## config.mk

```make
export PLATFORM = sky130hd
export DESIGN_NAME = shift_sequencer
export DESIGN_NICKNAME = d
export VERILOG_FILES = /design/src/rtl/shift_sequencer.sv
export SDC_FILE = /design/constraint.sdc
export NUM_CORES = 1
export LEC_CHECK = 0
export CELL_PAD_IN_SITES_DETAIL_PLACEMENT = 1
export CELL_PAD_IN_SITES_GLOBAL_PLACEMENT = 1
export CORE_UTILIZATION = 25
export DETAILED_ROUTE_END_ITERATION = 16
export PLACE_DENSITY_LB_ADDON = 0.1
export SYNTH_ARGS = -nofsm -noshare
export SYNTH_HDL_FRONTEND = slang
export SYNTH_SLANG_ARGS = --single-unit
```

## constraint.sdc

```tcl
create_clock -name clk -period 4.4 [get_ports clk]
set_input_delay 0.66 -clock clk [delete_from_list [all_inputs] [get_ports clk]]
set_output_delay 0.66 -clock clk [all_outputs]
set_load 0.03 [all_outputs]
```

## src/rtl/shift_sequencer.sv

```systemverilog
// Iterative ARM operand-2 shifter: moves up to STEP bits per cycle and produces
// the full shifter carry-out, with a start/busy/done handshake for pipeline stalls.
module shift_sequencer #(
  parameter int STEP = 4
) (
  input  logic        clk,
  input  logic        rst_n,
  input  logic        start,
  input  logic        flush,
  input  logic        mem_rw,
  input  logic        imm,
  input  logic [11:0] shift_operand,
  input  logic [31:0] val_rm,
  input  logic [7:0]  val_rs,
  input  logic        carry_in,
  output logic        busy,
  output logic        done,
  output logic [31:0] val2,
  output logic        carry_out
);

  // Handshake: start is sampled only in IDLE; busy stays high from the cycle
  // after an accepted start through the done cycle; done is a one-cycle pulse
  // with val2/carry_out valid, and both hold until the next completed operation.

  typedef enum logic [1:0] {IDLE, SHIFT, DONE} state_t;

  localparam logic [2:0] M_LSL = 3'd0;
  localparam logic [2:0] M_LSR = 3'd1;
  localparam logic [2:0] M_ASR = 3'd2;
  localparam logic [2:0] M_ROR = 3'd3;
  localparam logic [2:0] M_RRX = 3'd4;

  state_t      state_q;
  logic [31:0] work_q;
  logic [5:0]  rem_q;
  logic [2:0]  mode_q;
  logic        carry_q;
  logic        sign_q;

  logic [5:0]  set_eff;
  logic [2:0]  set_mode;
  logic [31:0] set_work;
  logic [31:0] set_val;
  logic        set_carry;

  // Operand decode at start; set_val/set_carry are the result when eff is 0.
  always_comb begin
    set_eff   = 6'd0;
    set_mode  = {1'b0, shift_operand[6:5]};
    set_work  = val_rm;
    set_val   = val_rm;
    set_carry = carry_in;
    if (mem_rw) begin
      set_val = {20'b0, shift_operand};
    end else if (imm) begin
      set_mode = M_ROR;
      set_work = {24'b0, shift_operand[7:0]};
      set_val  = {24'b0, shift_operand[7:0]};
      set_eff  = {1'b0, shift_operand[11:8], 1'b0};
    end else if (shift_operand[4]) begin
      if (val_rs == 8'd0) begin
        set_eff = 6'd0;
      end else if (shift_operand[6:5] == 2'b11) begin
        if (val_rs[4:0] == 5'd0) set_carry = val_rm[31];
        else                     set_eff   = {1'b0, val_rs[4:0]};
      end else begin
        set_eff = (val_rs > 8'd33) ? 6'd33 : val_rs[5:0];
      end
    end else if (shift_operand[11:7] != 5'd0) begin
      set_eff = {1'b0, shift_operand[11:7]};
    end else begin
      case (shift_operand[6:5])
        2'b01, 2'b10: set_eff = 6'd32;
        2'b11: begin
          set_mode = M_RRX;
          set_eff  = 6'd1;
        end
        default: set_eff = 6'd0;
      endcase
    end
  end

  logic [5:0]  step_n;
  logic [4:0]  lsl_idx;
  logic [4:0]  rsh_idx;
  logic [31:0] fill_mask;
  logic [31:0] ror_val;
  logic [31:0] nxt_work;
  logic        nxt_carry;

  assign step_n  = (rem_q > 6'(STEP)) ? 6'(STEP) : rem_q;
  assign lsl_idx = 5'(6'd32 - step_n);
  assign rsh_idx = 5'(step_n - 6'd1);

  always_comb begin
    fill_mask = ~(32'hFFFF_FFFF >> step_n);
    ror_val   = (work_q >> step_n) | (work_q << (6'd32 - step_n));
    nxt_work  = work_q;
    nxt_carry = carry_q;
    case (mode_q)
      M_LSL: begin
        nxt_work  = work_q << step_n;
        nxt_carry = work_q[lsl_idx];
      end
      M_LSR: begin
        nxt_work  = work_q >> step_n;
        nxt_carry = work_q[rsh_idx];
      end
      M_ASR: begin
        nxt_work  = (work_q >> step_n) | (sign_q ? fill_mask : 32'h0);
        nxt_carry = work_q[rsh_idx];
      end
      M_ROR: begin
        nxt_work  = ror_val;
        nxt_carry = ror_val[31];
      end
      M_RRX: begin
        nxt_work  = {carry_q, work_q[31:1]};
        nxt_carry = work_q[0];
      end
      default: begin
        nxt_work  = work_q;
        nxt_carry = carry_q;
      end
    endcase
  end

  always_ff @(posedge clk or negedge rst_n) begin
    if (!rst_n) begin
      state_q   <= IDLE;
      work_q    <= '0;
      rem_q     <= '0;
      mode_q    <= M_LSL;
      carry_q   <= 1'b0;
      sign_q    <= 1'b0;
      busy      <= 1'b0;
      done      <= 1'b0;
      val2      <= '0;
      carry_out <= 1'b0;
    end else if (flush) begin
      state_q <= IDLE;
      rem_q   <= '0;
      busy    <= 1'b0;
      done    <= 1'b0;
    end else begin
      case (state_q)
        IDLE: begin
          done <= 1'b0;
          if (start) begin
            work_q  <= set_work;
            mode_q  <= set_mode;
            rem_q   <= set_eff;
            carry_q <= set_carry;
            sign_q  <= set_work[31];
            busy    <= 1'b1;
            if (set_eff == 6'd0) begin
              state_q   <= DONE;
              done      <= 1'b1;
              val2      <= set_val;
              carry_out <= set_carry;
            end else begin
              state_q <= SHIFT;
            end
          end
        end
        SHIFT: begin
          work_q  <= nxt_work;
          carry_q <= nxt_carry;
          rem_q   <= rem_q - step_n;
          if (rem_q <= 6'(STEP)) begin
            state_q   <= DONE;
            done      <= 1'b1;
            val2      <= nxt_work;
            carry_out <= nxt_carry;
          end
        end
        DONE: begin
          state_q <= IDLE;
          busy    <= 1'b0;
          done    <= 1'b0;
        end
        default: begin
          state_q <= IDLE;
          busy    <= 1'b0;
          done    <= 1'b0;
        end
      endcase
    end
  end

endmodule

```

==> metrics.md <==
| Metric | Value |
|---|---|
| Outcome | `completed` |
| Pleak | `3.93 nW` |
| Die footprint | `0.0344 mm2` |
| Root buf cell | `clkbuf_16` |
| Largest net degree at the start of global routing | `57` |
| Antenna fix cells | `0` |
| Fin. Hold Viols | `0` |
| DR vias/cell | `5.87` |
| Multi-input logic area | `0.00583 mm2` |
| Crit-path slowest cell | `dfrtp_1` |
| Post-cts hold buffer count | `0` |
| Register Area | `0.00200 mm2` |
| Top delay family on crit path | `compound AO/OA/AOI/OAI gates` |
| Remaining DRCs | `0` |
| Total Nets Final | `1,195` |
| F_max | `266 MHz` |
| WP buf/inv | `3` |
| Post-DP HPWL | `31.1 mm` |
| CP startpoint kind | `register` |
| Reg2reg start | `rem_q[3]$_DFFE_PN0P_` |
| CP Capture Type | `register` |
| Global-route wire length before repair | `63.7 mm` |
| CTS Buffer Depth | `2` |
| Post-synthesis cell type count | `76` |
| Clock Latency Late Sink | `360 ps` |
| Drt first pass iters | `5` |
| Crit Path Class | `reg -> reg` |
| R2R depth | `13` |
| Ys flop type | `dfrtp_1` |
| Power density cells | `462 mW/mm2` |
| Synth Cell Area | `0.00841 mm2` |
| Min Tclk post-route | `3760 ps` |
| Die Span X | `185 um` |
| Syn Inst Count | `1,105` |
| CTS tree | `yes` |
| Yosys reg bits | `80` |
| Clock Sinks | `80` |
| TNS Setup | `0 ps` |
| Yosys warnings | `0` |
| Max Cap Viol | `0` |
| GRT Max-Usage Layer | `met1` |
| Die height | `185 um` |
| Fin. max-slew vios | `0` |
| Total Wirelength | `42.5 mm` |
| PortBufs | `93` |
| Commonest cells after routing, fill and taps aside | `nand2_1, a21oi_1, clkdlybuf4s50_1, nor2_1, dfrtp_1` |
| Sequential area share after synthesis | `23.8%` |
| HP Class | `in -> async` |
| Clk slew on worst S/H paths | `70 ps` |
| Boundary Pins | `94` |
| Post-CTS Setup Inserts | `0` |
| Num CTS Buffers | `9` |
| Vias | `9,236` |
| Final Setup Violations | `0` |
| FFs w/ async S/R, synth | `100%` |
| Syn Area/Cell | `7.61 um2` |
| Area Overhead vs Synth | `19.8%` |
| Relative slew margins | `29.6%` |
| Terminus of the critical flop-to-flop path | `val2[28]$_DFFE_PN0P_` |
| GRT Total Usage | `25.1%` |
| Grt met1 use | `38.1%` |
| Tcrit/Tclk final | `85.4%` |
| Reg2Reg Setup Slack | `640 ps` |
| Post_cts resized | `0` |
| Commonest non-fill, non-tap cell in the layout | `nand2_1` |
| Max stage delay on crit path | `460 ps` |
| Dpl cell area | `0.00975 mm2` |
| Core Footprint | `0.0328 mm2` |
| RSZ-0062 raised after global routing | `false` |
| Final Cell Area | `0.0101 mm2` |
| Fin Clk Skew | `8.48 ps` |
| Ranking of synthesized cells by area | `dfrtp_1, mux4_2, a21oi_1` |
| GRT overflow | `0` |
| GP Congestion | `0.930` |
| Post-synth EDFFs | `0` |
| CP Max Fanout | `25` |
| GR Util met3 | `3.15%` |
| Max IR drop VDD | `0.296 mV` |
| CP required | `4650 ps` |
| Number of global-route vias before repair | `9,254` |
| M2 GR Usage | `36.7%` |
| Synth Net Count | `1,174` |
| Largest area contributor in the netlist | `dfrtp_1` |
| Wire per inst | `27.0 um` |
| Post-route ant nets | `0` |
| Measured slew at the worst slew-check pin | `1050 ps` |
| H-tree depth | `3` |
| Yosys top cell area share | `23.8%` |
| DR iter-0 viols | `698` |
| Rows | `66` |
| Initial antenna violation count | `0` |
| CP Cell Sequence | `nor4_4 > nand2_1 > ha_1 > inv_1 > ha_1 > buf_4 > a211oi_1 > or2_1 > o22ai_1 > a311oi_1 > buf_4 > a2bb2oi_1 > o21ai_1` |
| Share of cells above drive strength 1 | `11.2%` |
| Crit path DAT | `4010 ps` |
| Initial Utilization | `25.7%` |
| Fillcell total | `3,907` |
[logic make-up (layout without fill, tap and decap cells)]
family / count (synthesis) / after routing / synth area share (%)
mux: 95 / 95 / 16.7
xor+xnor: 1 / 1 / 0.104
buf+inv: 150 / 176 / 7.23
fa+ha+maj: 10 / 10 / 1.49
flops: 80 / 80 / 23.8
other cells: 2 / 2 / 0.0893
compound gates: 409 / 409 / 31.8
simple gates: 358 / 358 / 18.8
[worst max-delay path by stage]
| stage | startpoint | end | cells after the start |
|---|---|---|---|
| 6_report | rem_q[3]$_DFFE_PN0P_ | val2[28]$_DFFE_PN0P_ | 13 |
| 3_3_place_gp | shift_operand[5] | val2[0]$_DFFE_PN0P_ | 11 |
| 4_1_cts | rem_q[3]$_DFFE_PN0P_ | val2[30]$_DFFE_PN0P_ | 12 |
| 3_5_place_dp | shift_operand[5] | val2[0]$_DFFE_PN0P_ | 11 |
| 5_1_grt | rem_q[3]$_DFFE_PN0P_ | val2[28]$_DFFE_PN0P_ | 13 |
| 2_1_floorplan | rem_q[3]$_DFFE_PN0P_ | carry_out$_DFFE_PN0P_ | 16 |
[cells in the mapped netlist (all sizes together) (7+ instances only)]
cell and count:
mux2 12, dfrtp 80, nand2 163, buf 30, ha 10, a21oi 126, a2bb2oi 21, a21boi 8
a22oi 10, a31oi 23, nor2 89, mux4 35, and3 18, o211ai 21, o22ai 11, nand3 32
a211oi 24, and2 8, inv 20, mux2i 48, a211o 7, o21ai 74, nor3 18, clkbuf 98
o221ai 7, o31ai 11
[routing by layer]
metal / wire length [um] / vias to the layer above / share of wire [%]
met5: 0 / - / 0
met4: 714 / 0 / 1.7
met3: 2260 / 43 / 5.3
met2: 18200 / 337 / 43
met1: 21300 / 4676 / 50
li1: - / 4180 / -
[cell type report]
class / instances / area share (%)
multi-input cells: 875 / 57.9
clock buffers: 10 / 2.37
flip-flops and latches: 80 / 19.9
inverters: 22 / 0.832
repair buffers: 138 / 12.7
well taps: 442 / 5.49
clock inverters: 6 / 0.906
[metrics by stage]
step / setup WS (ps) / power [W] / hold slack (ps) / utilization, % / instances
finish: 640 / 0.00466 / 371 / 30.7 / 1573
global route: 420 / 0.00489 / 434 / 30.7 / 1573
CTS: 681 / 0.00464 / 408 / 30.7 / 1573
detailed placement: 597 / 0.00374 / 469 / 29.7 / 1557
global placement: 558 / 0.00375 / 470 / 29.7 / 1557
floorplan: 611 / 0.00272 / 364 / - / 1105
[registers in the layout, summed over array words and instances (netlist names)]
name,flops
busy,1
carry_out,1
carry_q,1
done,1
mode_q,3
rem_q,6
sign_q,1
state_q,2
val2,32
work_q,32
[power breakdown]
| part | total [W] | internal [W] | leakage (nW) | switching (W) |
|---|---|---|---|---|
| logic | 0.00249 | 0.000984 | 2.80 | 0.00150 |
| clock network | 0.000881 | 0.000516 | 0.157 | 0.000365 |
| registers | 0.00129 | 0.000908 | 0.968 | 0.000383 |
| total | 0.00466 | 0.00241 | 3.93 | 0.00225 |
Power figures use the tool's default switching activity.
